--- config.mk ---
export PLATFORM = sky130hd
export DESIGN_NAME = cache_fill_fsm
export DESIGN_NICKNAME = d
export VERILOG_FILES = /design/src/rtl/cache_pkg.sv /design/src/rtl/fill_counter.sv /design/src/rtl/cache_fill_fsm.sv
export SDC_FILE = /design/constraint.sdc
export NUM_CORES = 1
export LEC_CHECK = 0
export CORE_MARGIN = 8
export CORE_UTILIZATION = 55
export CTS_CLUSTER_DIAMETER = 200
export DETAILED_ROUTE_END_ITERATION = 8
export DONT_BUFFER_PORTS = 1
export PLACE_DENSITY = 0.73
export SLEW_MARGIN = 0
export SYNTH_ARGS = -nofsm -noshare
export SYNTH_HDL_FRONTEND = slang
export SYNTH_SLANG_ARGS = --single-unit
--- constraint.sdc ---
create_clock -name clk -period 1.3 [get_ports clk]
set_clock_uncertainty 0.2 [all_clocks]
set_input_delay 0.26 -clock clk [delete_from_list [all_inputs] [get_ports clk]]
set_output_delay 0.26 -clock clk [all_outputs]
set_load 0.05 [all_outputs]
--- src/rtl/cache_pkg.sv ---
// Constants and state type shared by the line-fill controller and the cache
// data/tag arrays.
package cache_pkg;

    localparam int LINE_WORDS = 8;
    localparam int WORD_IDX_W = $clog2(LINE_WORDS);
    localparam int OFFSET_W   = WORD_IDX_W + 1;

    typedef enum logic {
        IDLE = 1'b0,
        FILL = 1'b1
    } fill_state_t;

endpackage

--- src/rtl/fill_counter.sv ---
// Up-counter with synchronous clear and enable. It is one bit wider than a
// word index, so the MSB flags that a whole line has been counted.
module fill_counter #(
    parameter int W = cache_pkg::WORD_IDX_W + 1
) (
    input  logic         clk,
    input  logic         rst_n,
    input  logic         clr,
    input  logic         en,
    output logic [W-1:0] count
);

    logic [W-1:0] count_reg;

    always_ff @(posedge clk) begin
        if (!rst_n) begin
            count_reg <= '0;
        end else if (clr) begin
            count_reg <= '0;
        end else if (en) begin
            count_reg <= count_reg + W'(1);
        end
    end

    assign count = count_reg;

endmodule

--- src/rtl/cache_fill_fsm.sv ---
// Cache miss line-fill controller: issues one read per word of the missing
// line, streams returned words into the data array, and writes the tag last.
module cache_fill_fsm #(
    parameter int LINE_WORDS = cache_pkg::LINE_WORDS,
    parameter int ADDR_W     = 16
) (
    input  logic                          clk,
    input  logic                          rst_n,
    input  logic                          miss_detected,
    input  logic [ADDR_W-1:0]             miss_address,
    input  logic                          memory_data_valid,
    input  logic [15:0]                   memory_data,
    output logic                          fsm_busy,
    output logic                          mem_en,
    output logic [ADDR_W-1:0]             memory_address,
    output logic                          write_data_array,
    output logic                          write_tag_array,
    output logic [$clog2(LINE_WORDS)-1:0] fill_word,
    output logic [15:0]                   fill_data,
    output logic                          fill_done
);

    import cache_pkg::fill_state_t;
    import cache_pkg::IDLE;
    import cache_pkg::FILL;

    localparam int IDX_W = $clog2(LINE_WORDS);
    localparam int OFF_W = IDX_W + 1;
    localparam logic [ADDR_W-1:0] TAG_MASK = {{(ADDR_W-OFF_W){1'b1}}, {OFF_W{1'b0}}};
    localparam logic [IDX_W:0]    LAST_IDX = (IDX_W+1)'(LINE_WORDS - 1);

    fill_state_t       state_reg;
    logic [ADDR_W-1:0] base_reg;

    logic              start_fill;
    logic              issue_active;
    logic              recv_fire;
    logic              last_recv;
    logic [1:0]        cnt_en;
    logic [IDX_W:0]    cnt [2];
    logic [IDX_W:0]    issue_cnt;
    logic [IDX_W:0]    recv_cnt;

    assign start_fill   = (state_reg == IDLE) && miss_detected;
    assign issue_active = (state_reg == FILL) && !issue_cnt[IDX_W];
    assign recv_fire    = (state_reg == FILL) && memory_data_valid;
    assign last_recv    = recv_fire && (recv_cnt == LAST_IDX);

    assign cnt_en    = {recv_fire, issue_active};
    assign issue_cnt = cnt[0];
    assign recv_cnt  = cnt[1];

    // Index 0 counts issued reads, index 1 counts returned words.
    genvar gi;
    generate
        for (gi = 0; gi < 2; gi++) begin : g_cnt
            fill_counter #(.W(IDX_W + 1)) u_cnt (
                .clk   (clk),
                .rst_n (rst_n),
                .clr   (start_fill),
                .en    (cnt_en[gi]),
                .count (cnt[gi])
            );
        end
    endgenerate

    always_ff @(posedge clk) begin
        if (!rst_n) begin
            state_reg <= IDLE;
            base_reg  <= '0;
        end else begin
            case (state_reg)
                IDLE: begin
                    if (miss_detected) begin
                        base_reg  <= miss_address & TAG_MASK;
                        state_reg <= FILL;
                    end
                end
                FILL: begin
                    if (last_recv) begin
                        state_reg <= IDLE;
                    end
                end
                default: state_reg <= IDLE;
            endcase
        end
    end

    // The offset bits of base_reg are always zero, so OR-ing the word offset
    // in is a pure concatenation and can never carry into the tag.
    assign memory_address   = issue_active
                              ? (base_reg | ADDR_W'({issue_cnt[IDX_W-1:0], 1'b0}))
                              : '0;
    assign mem_en           = issue_active;
    assign fsm_busy         = (state_reg == FILL);
    assign write_data_array = recv_fire;
    assign fill_word        = recv_fire ? recv_cnt[IDX_W-1:0] : '0;
    assign fill_data        = memory_data;
    assign write_tag_array  = last_recv;
    assign fill_done        = last_recv;

endmodule

Word-level counts from Yosys, hierarchy flattened --
Index checks and enable logic that the tools add are counted.
Storage, ports and cells: logic and storage cells 22, ROM bits 0, input bits 36, register bits after elaboration 21, bits in writable memories 0, bits in latches 0, memories 0
Operators by class: $lt $le $gt $ge 0, $add $sub $neg 2, multiplexer cells 5, multipliers 0, reductions and logical operators 7, div/mod/pow operators 0, bitwise gates (word level) 3, shift operators 0, equality and inequality tests 1
Operator list (number):
- 16-bit two-way mux | 1
- 16-bit by 4-bit bitwise OR with 16-bit output | 1
- 4-bit by 1-bit adder with 4-bit output, second input constant | 2
- 4-bit by 3-bit == test with 1-bit output, second input constant | 1
- 1-bit logical AND | 4
- 3-bit two-way mux | 1
- 1-bit two-way mux | 2
- 1-bit NOT | 2
- 1-bit case mux with 2 select lines | 1
- 2-bit AND reduction | 1
- 2-bit OR reduction | 1
- 1-bit zero test | 1

Longest topological paths before layout --
Gate-level depths: netlist of the first run.
depth after elaboration 4, depth in mapped cells 5, depth with buffers taken out 4

Modules after synthesis --
A second synthesis of the first run with hierarchy kept.
Second synthesis, totals: cells, all modules 131, area total of the unflattened synthesis 1188.6 um^2
Modules (own cells, without submodules):
- cache_fill_fsm | cells an instance 97, sequential area each 260.2 um^2, times used 1, area an instance 825.8 um^2
- fill_counter | cells an instance 17, sequential area each 80.1 um^2, times used 2, area an instance 181.4 um^2

Least setup slack after synthesis of the first run --
No wires, ideal clock.
path type flip-flop to output port, start point register state_reg, in the netlist fsm_busy, end point output port write_tag_array, data required time 0.840 ns, buffers on the path 2, arrival 1.957 ns, setup slack -1.117 ns, cell stages (with the launch flop) 5, path through dfxtp_1 -> buf_6 -> and3_4 -> and3b_1 -> buf_4
On the way: word-level cells in the longest chain between the ends 2
RTL lines:
- start: declaration | RTL line cache_fill_fsm.sv:32 | fill_state_t state_reg;
- start signal: assignment | RTL line cache_fill_fsm.sv:69 | state_reg <= IDLE;
- start signal: assignment | RTL line cache_fill_fsm.sv:76 | state_reg <= FILL;
- start signal: assignment | RTL line cache_fill_fsm.sv:81 | state_reg <= IDLE;
- 1-bit logical AND | RTL line cache_fill_fsm.sv:46 | assign recv_fire = (state_reg == FILL) && memory_data_valid;
- 1-bit logical AND | RTL line cache_fill_fsm.sv:47 | assign last_recv = recv_fire && (recv_cnt == LAST_IDX);
- end: declaration | RTL line cache_fill_fsm.sv:17 | output logic write_tag_array,
Every way passes these cells.

Final worst setup path of the first run --
start point register state_reg, in the netlist fsm_busy, end point output port memory_address[10]
On the way: word-level cells in the longest chain between the ends 2
RTL lines:
- 1-bit logical AND | RTL line cache_fill_fsm.sv:45 | assign issue_active = (state_reg == FILL) && !issue_cnt[IDX_W];
- 16-bit two-way mux | RTL line cache_fill_fsm.sv:92 | ? (base_reg | ADDR_W'({issue_cnt[IDX_W-1:0], 1'b0}))
- end: declaration | RTL line cache_fill_fsm.sv:15 | output logic [ADDR_W-1:0] memory_address,
Every way passes these cells.

==> results.yml, run 1 <==
logic_synthesis:
  syn_inst: 132
  synth_top_cell_area_share_pct: 37.2
  netlist_area_mm2: 0.00113
  ys_seq_area_share_pct: 37.2
  syn-mean-instance-area_um2: 8.56
  yosysTopAreaCell: "dfxtp_1"
  yosysUniqueCellTypes: 29
  synth_area_leaders: "dfxtp_1 (37%), buf_4 (13%), nand2_1 (9.0%)"
  synth-seq-cells: 21
  yosys_warnings: 0
  synthesis.nets: 170
power:
  powerDensity_mw_per_mm2: 917
  total_power_mw: 1.30
  peakVddDrop_mv: 0.745
  leakage_nw: 0.611
floorplanning:
  core-area_mm2: 0.00194
  io_pins: 76
  die_w_um: 61.3
  dieHeight_um: 61.3
  rows: 16
  die_area_mm2: 0.00376
  start_util_pct: 58.2
placement:
  placed_cell_area_mm2: 0.00115
  place.port_buffers: 0
  place_congestion: 0.671
  place_inst: 146
  dpl.hpwl_um: 1840
final_layout:
  area_delta_synth_final_pct: 25.4
  largest_register_ff_count: 12
  final_nets: 181
  multi_input_area_um2: 587
  final_area_mm2: 0.00142
  n_antenna_cell: 0
  stdcell_count: 169
  n_fill_cell: 159
  seq_area_um2: 424
  drive_gt1_share_pct: 31.7
timing:
  layout_setup_ws_ns: -0.401
  fin_tns_setup_ns: -8.31
  finalHoldViolCount: 0
  finalSetupViolCount: 27
  rsz0062_at_grt: "yes"
  finalCritPeriodShare_pct: 131
  period_minus_slack_ns: 1.70
  max_freq_mhz: 588
  drv_slew: 0
route:
  drtIter0Drc: 31
  wl_um: 2770
  routedWlPerCell_um: 16.4
  via_per_inst: 5.12
  dr.pass1.iters: 4
  met2WireLength_um: 1370
  top_layer_used: "met4"
  vias: 866
  dr_wl_met3_um: 324
  drt-met1-wl_um: 1010
  ant_nets: 0
  drcViolationCount: 0
clock_tree:
  clockRootBuffer: "clkbuf_4"
  htree_levels: 1
  cts_tree: "yes"
  cts.sink_count: 21
  clkLatencyLatePin_ns: 0.30
  clk_pin_slew_ns: 0.11
  cts.path.max_buffers: 2
  tritoncts.num_buffers: 3
setup_path:
  crit_family: "simple AND/OR/NAND/NOR gates"
  worstSetupPathType: "reg2out"
  path_cells: "nor2b_4 -> buf_12 -> and2_4"
  r2r_cells: 5
  crit_fanout: 17
  r2r_start: "fsm_busy"
  cpMaxStageDelayCell: "dfxtp_4"
  crit_arrival_ns: 1.24
  required_ns: 0.84
  start_kind: "register"
  reg2reg_slack_ns: -0.04
  slowest_delay_ns: 0.38
  reg2reg_to: "g_cnt[0].u_cnt.count[1]"
  worst-path-buf-inv: 1
  end_kind: "output port"
flow_run:
  max_cap_violations: 0
grt:
  antenna_found_initial: 0
  grt_overflow_total: 0
  grt_pass1_wl_um: 4110
  grt_util_all_layers_pct: 14.7
  grt_max_degree: 18
  grt_pass1_vias: 845
min_path:
  hold_depth: 3
  hold_end: "g_cnt[1].u_cnt.count[2]"
  min_path_type: "in2reg"
  min_from: "memory_data_valid"
run_status:
  run_status: "complete, but fails checks"
  violations: "negative setup slack"
area by class of cell:
class / count / share of cell area [%]
repair buffers: 30 / 23.9
multi-input cells: 86 / 41.4
clock buffers: 4 / 1.86
flip-flops and latches: 21 / 29.9
well taps: 27 / 2.39
inverters: 1 / 0.530
stage by stage:
| stage | worst slack, ns | util [%] | hold slack, ns |
|---|---|---|---|
| after floorplan | -0.557 | - | 0.195 |
| after global placement | -0.102 | 59.1 | 0.193 |
| after detailed placement | -0.111 | 59.1 | 0.197 |
| after CTS | -0.403 | 70.4 | 0.0116 |
| after global routing | -0.459 | 72.9 | 0.0176 |
| final | -0.401 | 72.9 | 0.0112 |
metal layers:
metal	vias to the layer above	GRT usage, %
li1	425	-
met1	387	13.8
met2	44	26.7
met3	10	6.68
met4	0	6.64
met5	-	0
power by group:
part | switching, mW | leakage, nW | internal, mW
clock network | 0.192 | 0.0150 | 0.119
logic | 0.164 | 0.424 | 0.134
registers | 0.0189 | 0.172 | 0.671
total | 0.375 | 0.611 | 0.924
cells by family after synthesis:
logic type               synth area share, %
flip-flops                              37.2
other                                  0.332
AND/OR/NAND/NOR                         29.0
XOR/XNOR                                3.10
adder cells (fa/ha/maj)                 2.21
buffers and inverters                   16.7
AO/OA/AOI/OAI                           9.63
multiplexers                            1.77
Yosys cell counts:
library cell  number
nand2_1           27
dfxtp_1           21
buf_4             20
and2_1            15
a21boi_1           8
nor2_1             7
a21boi_0           4
nand3_1            3
xor2_1             3
and3_2             2
ha_1               2
mux2i_1            2
nand3b_1           2
a21oi_1            1
a41oi_1            1
and2b_2            1
and3_4             1
and3b_1            1
buf_2              1
buf_6              1
buf_8              1
clkbuf_1           1
conb_1             1
inv_1              1
nand2b_4           1
nand3_2            1
nor2b_2            1
o21ai_0            1
xnor2_1            1
cell usage in the layout (no fill, tap or decap), types with 2 or more instances in the layout:
cell type,Yosys,layout
nand3b_1,2,2
mux2i_1,2,2
buf_4,20,9
xor2_1,3,3
and2_4,0,15
clkbuf_4,0,3
ha_1,2,2
dfxtp_1,21,20
and3_4,1,3
nand3_1,3,3
nand2_1,27,25
nor2_1,7,6
buf_12,0,4
a21boi_1,8,12
dlygate4sd3_1,0,14
dlymetal6s4s_1,0,2
worst register-to-register path, stage by stage (launching register included):
cell	delay (ns)
dfxtp_4	0.38
nor2b_4	0.16
buf_12	0.15
buf_4	0.13
mux2i_1	0.18
nor2_1	0.05
how the worst max path moves through the flow:
stage | endpoint | from | slack (ns) | cells after the start
after global placement | memory_address[3] | fsm_busy | -0.10 | 3
after detailed placement | memory_address[3] | fsm_busy | -0.11 | 3
after floorplan | write_tag_array | fsm_busy | -0.56 | 4
final | memory_address[10] | fsm_busy | -0.40 | 3
after global routing | memory_address[10] | fsm_busy | -0.46 | 3
after CTS | memory_address[3] | fsm_busy | -0.40 | 3
repair_timing:
action	4_1_cts	5_1_grt
endpoints found under the hold margin	16	7
gates resized for setup	7	9
pin swaps	2	3
hold buffers	15	1
gates cloned	0	1
setup buffers	2	0
endpoints found under the setup margin	26	40
Note: power is estimated with default switching activity, not from simulation.
==> run 2: changes to the inputs <==
Settings changed: CTS_BUF_LIST from default to sky130_fd_sc_hd__clkbuf_16.
==> run 2 against run 1 <==
Net effect: the run still ends with negative setup slack left; utilization up 0.71 points; critical path depth unchanged; hold slack better by 0.0060 ns; sequential share of layout area shrank 0.29 points; die area unchanged; critical path type unchanged; sequential cell count unchanged; cell area rose by 0.97%.
==> results.yml, run 2 (synthesis results as in run 1) <==
placement:
  place.port_buffers: 0
  dpl.hpwl_um: 1840
  place_inst: 146
  place_congestion: 0.671
setup_path:
  r2r_start: "fsm_busy"
  end_kind: "output port"
  start_kind: "register"
  critPathLaunch: "fsm_busy"
  crit_arrival_ns: 1.17
  crit_fanout: 5
  reg2reg_slack_ns: -0.02
  required_ns: 0.84
  worstSetupPathType: "reg2out"
power:
  powerDensity_mw_per_mm2: 1120
  peakVddDrop_mv: 0.674
  leakage_nw: 0.613
run_status:
  run_status: "complete, but fails checks"
  violations: "negative setup slack"
timing:
  max_freq_mhz: 613
  finalHoldViolCount: 0
  rsz0062_at_grt: "yes"
  finalSetupViolCount: 25
  hold_slack_ns: 0.0172
  period_minus_slack_ns: 1.63
  drv_slew: 0
  finalCritPeriodShare_pct: 125
  fin_tns_setup_ns: -6.69
  layout_setup_ws_ns: -0.331
floorplanning:
  dieHeight_um: 61.3
  die_w_um: 61.3
  die_area_mm2: 0.00376
  io_pins: 76
  core-area_mm2: 0.00194
  start_util_pct: 58.2
  rows: 16
final_layout:
  drive_gt1_share_pct: 30.7
  final_common_cell: "nand2_1"
  n_antenna_cell: 0
  stdcell_count: 167
  mostFrequentLayoutCells: "nand2_1 (25), dfxtp_1 (20), and2_4 (15)"
  area_delta_synth_final_pct: 26.6
  largest_register_ff_count: 12
  final_nets: 179
grt:
  grt_pass1_wl_um: 4130
  grt_overflow_total: 0
  grt_pass1_vias: 853
  grt_max_degree: 18
  grt_util_all_layers_pct: 14.7
  antenna_found_initial: 0
route:
  routedWlPerCell_um: 15.5
  wl_um: 2590
  via_per_inst: 5.12
  drtIter0Drc: 20
  ant_nets: 0
  vias: 855
  drcViolationCount: 0
  dr.pass1.iters: 4
min_path:
  min_path_type: "in2reg"
  min_from: "memory_data_valid"
clock_tree:
  tritoncts.num_buffers: 3
  cts.sink_count: 21
  clk_pin_slew_ns: 0.06
  clockRootBuffer: "clkbuf_16"
  clkLatencyLatePin_ns: 0.25
  cts_tree: "yes"
  htree_levels: 1
  cts.path.max_buffers: 2
flow_run:
  max_cap_violations: 0
[run 2: report_power, final]
group / total [mW] / switching (mW) / internal, mW
logic: 0.280 / 0.156 / 0.124
clock network: 0.632 / 0.223 / 0.409
registers: 0.690 / 0.0182 / 0.672
[run 2: cell type report]
cell class | instances | area (um^2)
clock inverter | 1 | 3.75
inverter | 1 | 7.51
tap | 27 | 33.8
fill | 147 | 512
clock buffer | 3 | 75.1
multi-input combinational | 86 | 586
sequential | 21 | 424
timing repair buffer | 28 | 300
[run 2: path summary, 6_finish.rpt]
check | endpoint | cells past startpoint
worst max-delay path | write_tag_array | 3
worst min register to register | base_reg[12] | 2
worst min-delay path | g_cnt[1].u_cnt.count[1] | 3
worst max register to register | g_cnt[0].u_cnt.count[1] | 5
[run 2: layer usage]
metal	part of all wire [%]	global-route usage [%]	wire, um	up-vias
li1	-	-	-	420
met1	36	14.2	941	385
met2	48	25.4	1250	40
met3	13	7.10	334	10
met4	2.5	7.64	64	0
met5	0	0	0	-
[run 2: timing repair]
item	CTS	global route
gates resized for setup	7	8
endpoints found under the hold margin	15	0
setup buffers	2	0
hold buffers	15	0
pin swaps	2	4
setup endpoints to repair	25	44
[run 2: worst max-delay path, cell delays in order (launching register included)]
cell     delay [ns]
dfxtp_4        0.36
and3_4         0.18
and3b_4        0.20
buf_12         0.17
[run 2: stage by stage]
step                      setup slack [ns]  cell area (um^2)  utilization, %  total power [mW]
after floorplan                     -0.557              1200               -              1.03
after global placement              -0.102              1150            59.1             0.915
after detailed placement            -0.111              1150            59.1             0.922
after CTS                           -0.332              1420            73.1              1.61
after global routing                -0.371              1430            73.6              1.67
final                               -0.331              1430            73.6              1.60
==> run 3: changes to the inputs <==
Settings changed: PLACE_DENSITY 0.73 to default, PLACE_DENSITY_LB_ADDON from default to 0.25.
==> run 3 against run 2 <==
Net effect: critical endpoint is now write_data_array; critical path depth up 1; total power up 5.7%; the run still ends with negative setup slack left; global-route usage up 2.2 points; largest cell class unchanged; setup slack worse by 0.0068 ns; clock-buffer cell count unchanged; combinational power up 24%; utilization up 9.9 points; sequential share of layout area down 3.4 points; sequential power about the same; hold slack better by 0.081 ns; fmax down 0.42%; non-clock buffer count up 9.
==> results.yml, run 3 (synthesis results as in run 1) <==
route:
  drtIter0Drc: 41
  routedWlPerCell_um: 19.0
  wl_um: 3360
  via_per_inst: 5.41
  dr.pass1.iters: 4
  drcViolationCount: 0
  ant_nets: 0
  vias: 958
power:
  total_power_mw: 1.69
  clkPwrFrac_pct: 38.7
  powerDensity_mw_per_mm2: 1040
  leakage_nw: 0.676
  seq_power_share_pct: 40.9
  p_int_mw: 1.24
  peakVddDrop_mv: 1.00
  switching_share_pct: 26.8
  combPwrFrac_pct: 20.4
  p_switching_mw: 0.453
timing:
  worst_slew_pin_slew_ns: 0.710
  drv_slew: 0
  finalCritPeriodShare_pct: 126
  period_minus_slack_ns: 1.64
  layout_setup_ws_ns: -0.338
  finalSetupViolCount: 43
  max-slew-margin-rel_pct: 52.7
  finalHoldViolCount: 0
  fin_tns_setup_ns: -10.71
  rsz0062_at_grt: "yes"
  hold_slack_ns: 0.0980
  max_freq_mhz: 611
floorplanning:
  rows: 16
  core-area_mm2: 0.00194
  start_util_pct: 58.2
  io_pins: 76
  die_area_mm2: 0.00376
  dieHeight_um: 61.3
  die_w_um: 61.3
final_layout:
  final_common_cell: "dfxtp_1"
  area_delta_synth_final_pct: 43.5
  largest_register_ff_count: 12
  n_antenna_cell: 0
  final_nets: 189
  stdcell_count: 177
  drive_gt1_share_pct: 51.3
  mostFrequentLayoutCells: "dfxtp_1 (19), and2_4 (15), dlygate4sd3_1 (14)"
grt:
  grt_overflow_total: 0
  antenna_found_initial: 0
  grt_pass1_wl_um: 4820
  grt_util_all_layers_pct: 16.9
  grt_pass1_vias: 1026
  grt_max_degree: 19
setup_path:
  endpoint: "write_data_array"
  critPathLaunch: "fsm_busy"
  end_kind: "output port"
  reg2reg_to: "g_cnt[1].u_cnt.count[3]"
  crit_arrival_ns: 1.18
  crit_fanout: 4
  required_ns: 0.84
  start_kind: "register"
  reg2reg_slack_ns: -0.25
  worstSetupPathType: "reg2out"
  r2r_start: "fsm_busy"
  r2r_cells: 7
run_status:
  violations: "negative setup slack"
  run_status: "complete, but fails checks"
placement:
  place_inst: 147
  dpl.hpwl_um: 1780
  place_congestion: 0.805
  place.port_buffers: 0
  place_ws_ns: -0.0897
clock_tree:
  clockRootBuffer: "clkbuf_16"
  cts.path.max_buffers: 2
  cts.sink_count: 21
  tritoncts.num_buffers: 3
  cts_tree: "yes"
  htree_levels: 1
  clkLatencyLatePin_ns: 0.25
  clk_pin_slew_ns: 0.06
flow_run:
  max_cap_violations: 0
min_path:
  min_path_type: "in2reg"
  hold_depth: 3
run 3: cell count changes in the layout (fill, tap and decap cells not counted), moves of 3 or more:
cell / previous run / this run
buf_4: 9 / 12
nand2_1: 25 / 12
a21boi_1: 12 / 9
a21boi_2: 0 / 3
nand2_2: 1 / 13
buf_6: 0 / 5
nor2_1: 7 / 4
nor2_2: 0 / 3
run 3: critical path, stage by stage, from the launching register on:
cell and delay [ns]:
dfxtp_4 0.35, buf_4 0.14, buf_6 0.13, nand2_4 0.07, clkinvlp_4 0.24
run 3: stage by stage:
stage                     instance area [um^2]  util, %
after floorplan                           1200        -
after detailed placement                  1150     59.5
after CTS                                 1530     78.7
after global placement                    1150     59.5
after global routing                      1620     83.5
final                                     1620     83.5
run 3: power groups by stage:
stage	logic [mW]	registers (mW)	clock network (mW)
6_report	0.346	0.692	0.655
2_1_floorplan	0.323	0.707	0
3_5_place_dp	0.220	0.702	0
5_1_grt	0.363	0.695	0.696
4_1_cts	0.313	0.688	0.645
3_3_place_gp	0.216	0.701	0
run 3: layer usage:
| metal | global-route usage, % | vias to the layer above | routed length [um] |
|---|---|---|---|
| li1 | - | 439 | - |
| met5 | 0 | - | 0 |
| met2 | 29.9 | 44 | 1690 |
| met1 | 17.4 | 453 | 1240 |
| met4 | 10.3 | 0 | 116 |
| met3 | 4.18 | 22 | 316 |
run 3: layout make-up:
| cell class | count | area (um^2) |
|---|---|---|
| Clock buffer | 3 | 75.1 |
| Inverter | 1 | 7.51 |
| Multi-Input combinational cell | 87 | 673 |
| Tap cell | 27 | 33.8 |
| Fill cell | 113 | 320 |
| Sequential cell | 21 | 425 |
| Timing Repair Buffer | 37 | 402 |
| Clock inverter | 1 | 5.00 |
run 3: how the worst min path moves through the flow:
stage | startpoint | to | slack, ns
4_1_cts | memory_data_valid | g_cnt[1].u_cnt.count[2] | 0.07
6_report | miss_detected | g_cnt[0].u_cnt.count[1] | 0.1
3_5_place_dp | rst_n | fsm_busy | 0.19
3_3_place_gp | rst_n | fsm_busy | 0.19
2_1_floorplan | miss_address[14] | base_reg[14] | 0.19
5_1_grt | miss_detected | g_cnt[0].u_cnt.count[1] | 0.10
run 3: repair_timing:
item,4_1_cts,5_1_grt
setup endpoints to repair,34,44
hold endpoints to repair,21,0
cloned,2,0
hold buffers,15,0
resized for setup,25,22
pin swaps,13,6
setup buffers,6,3
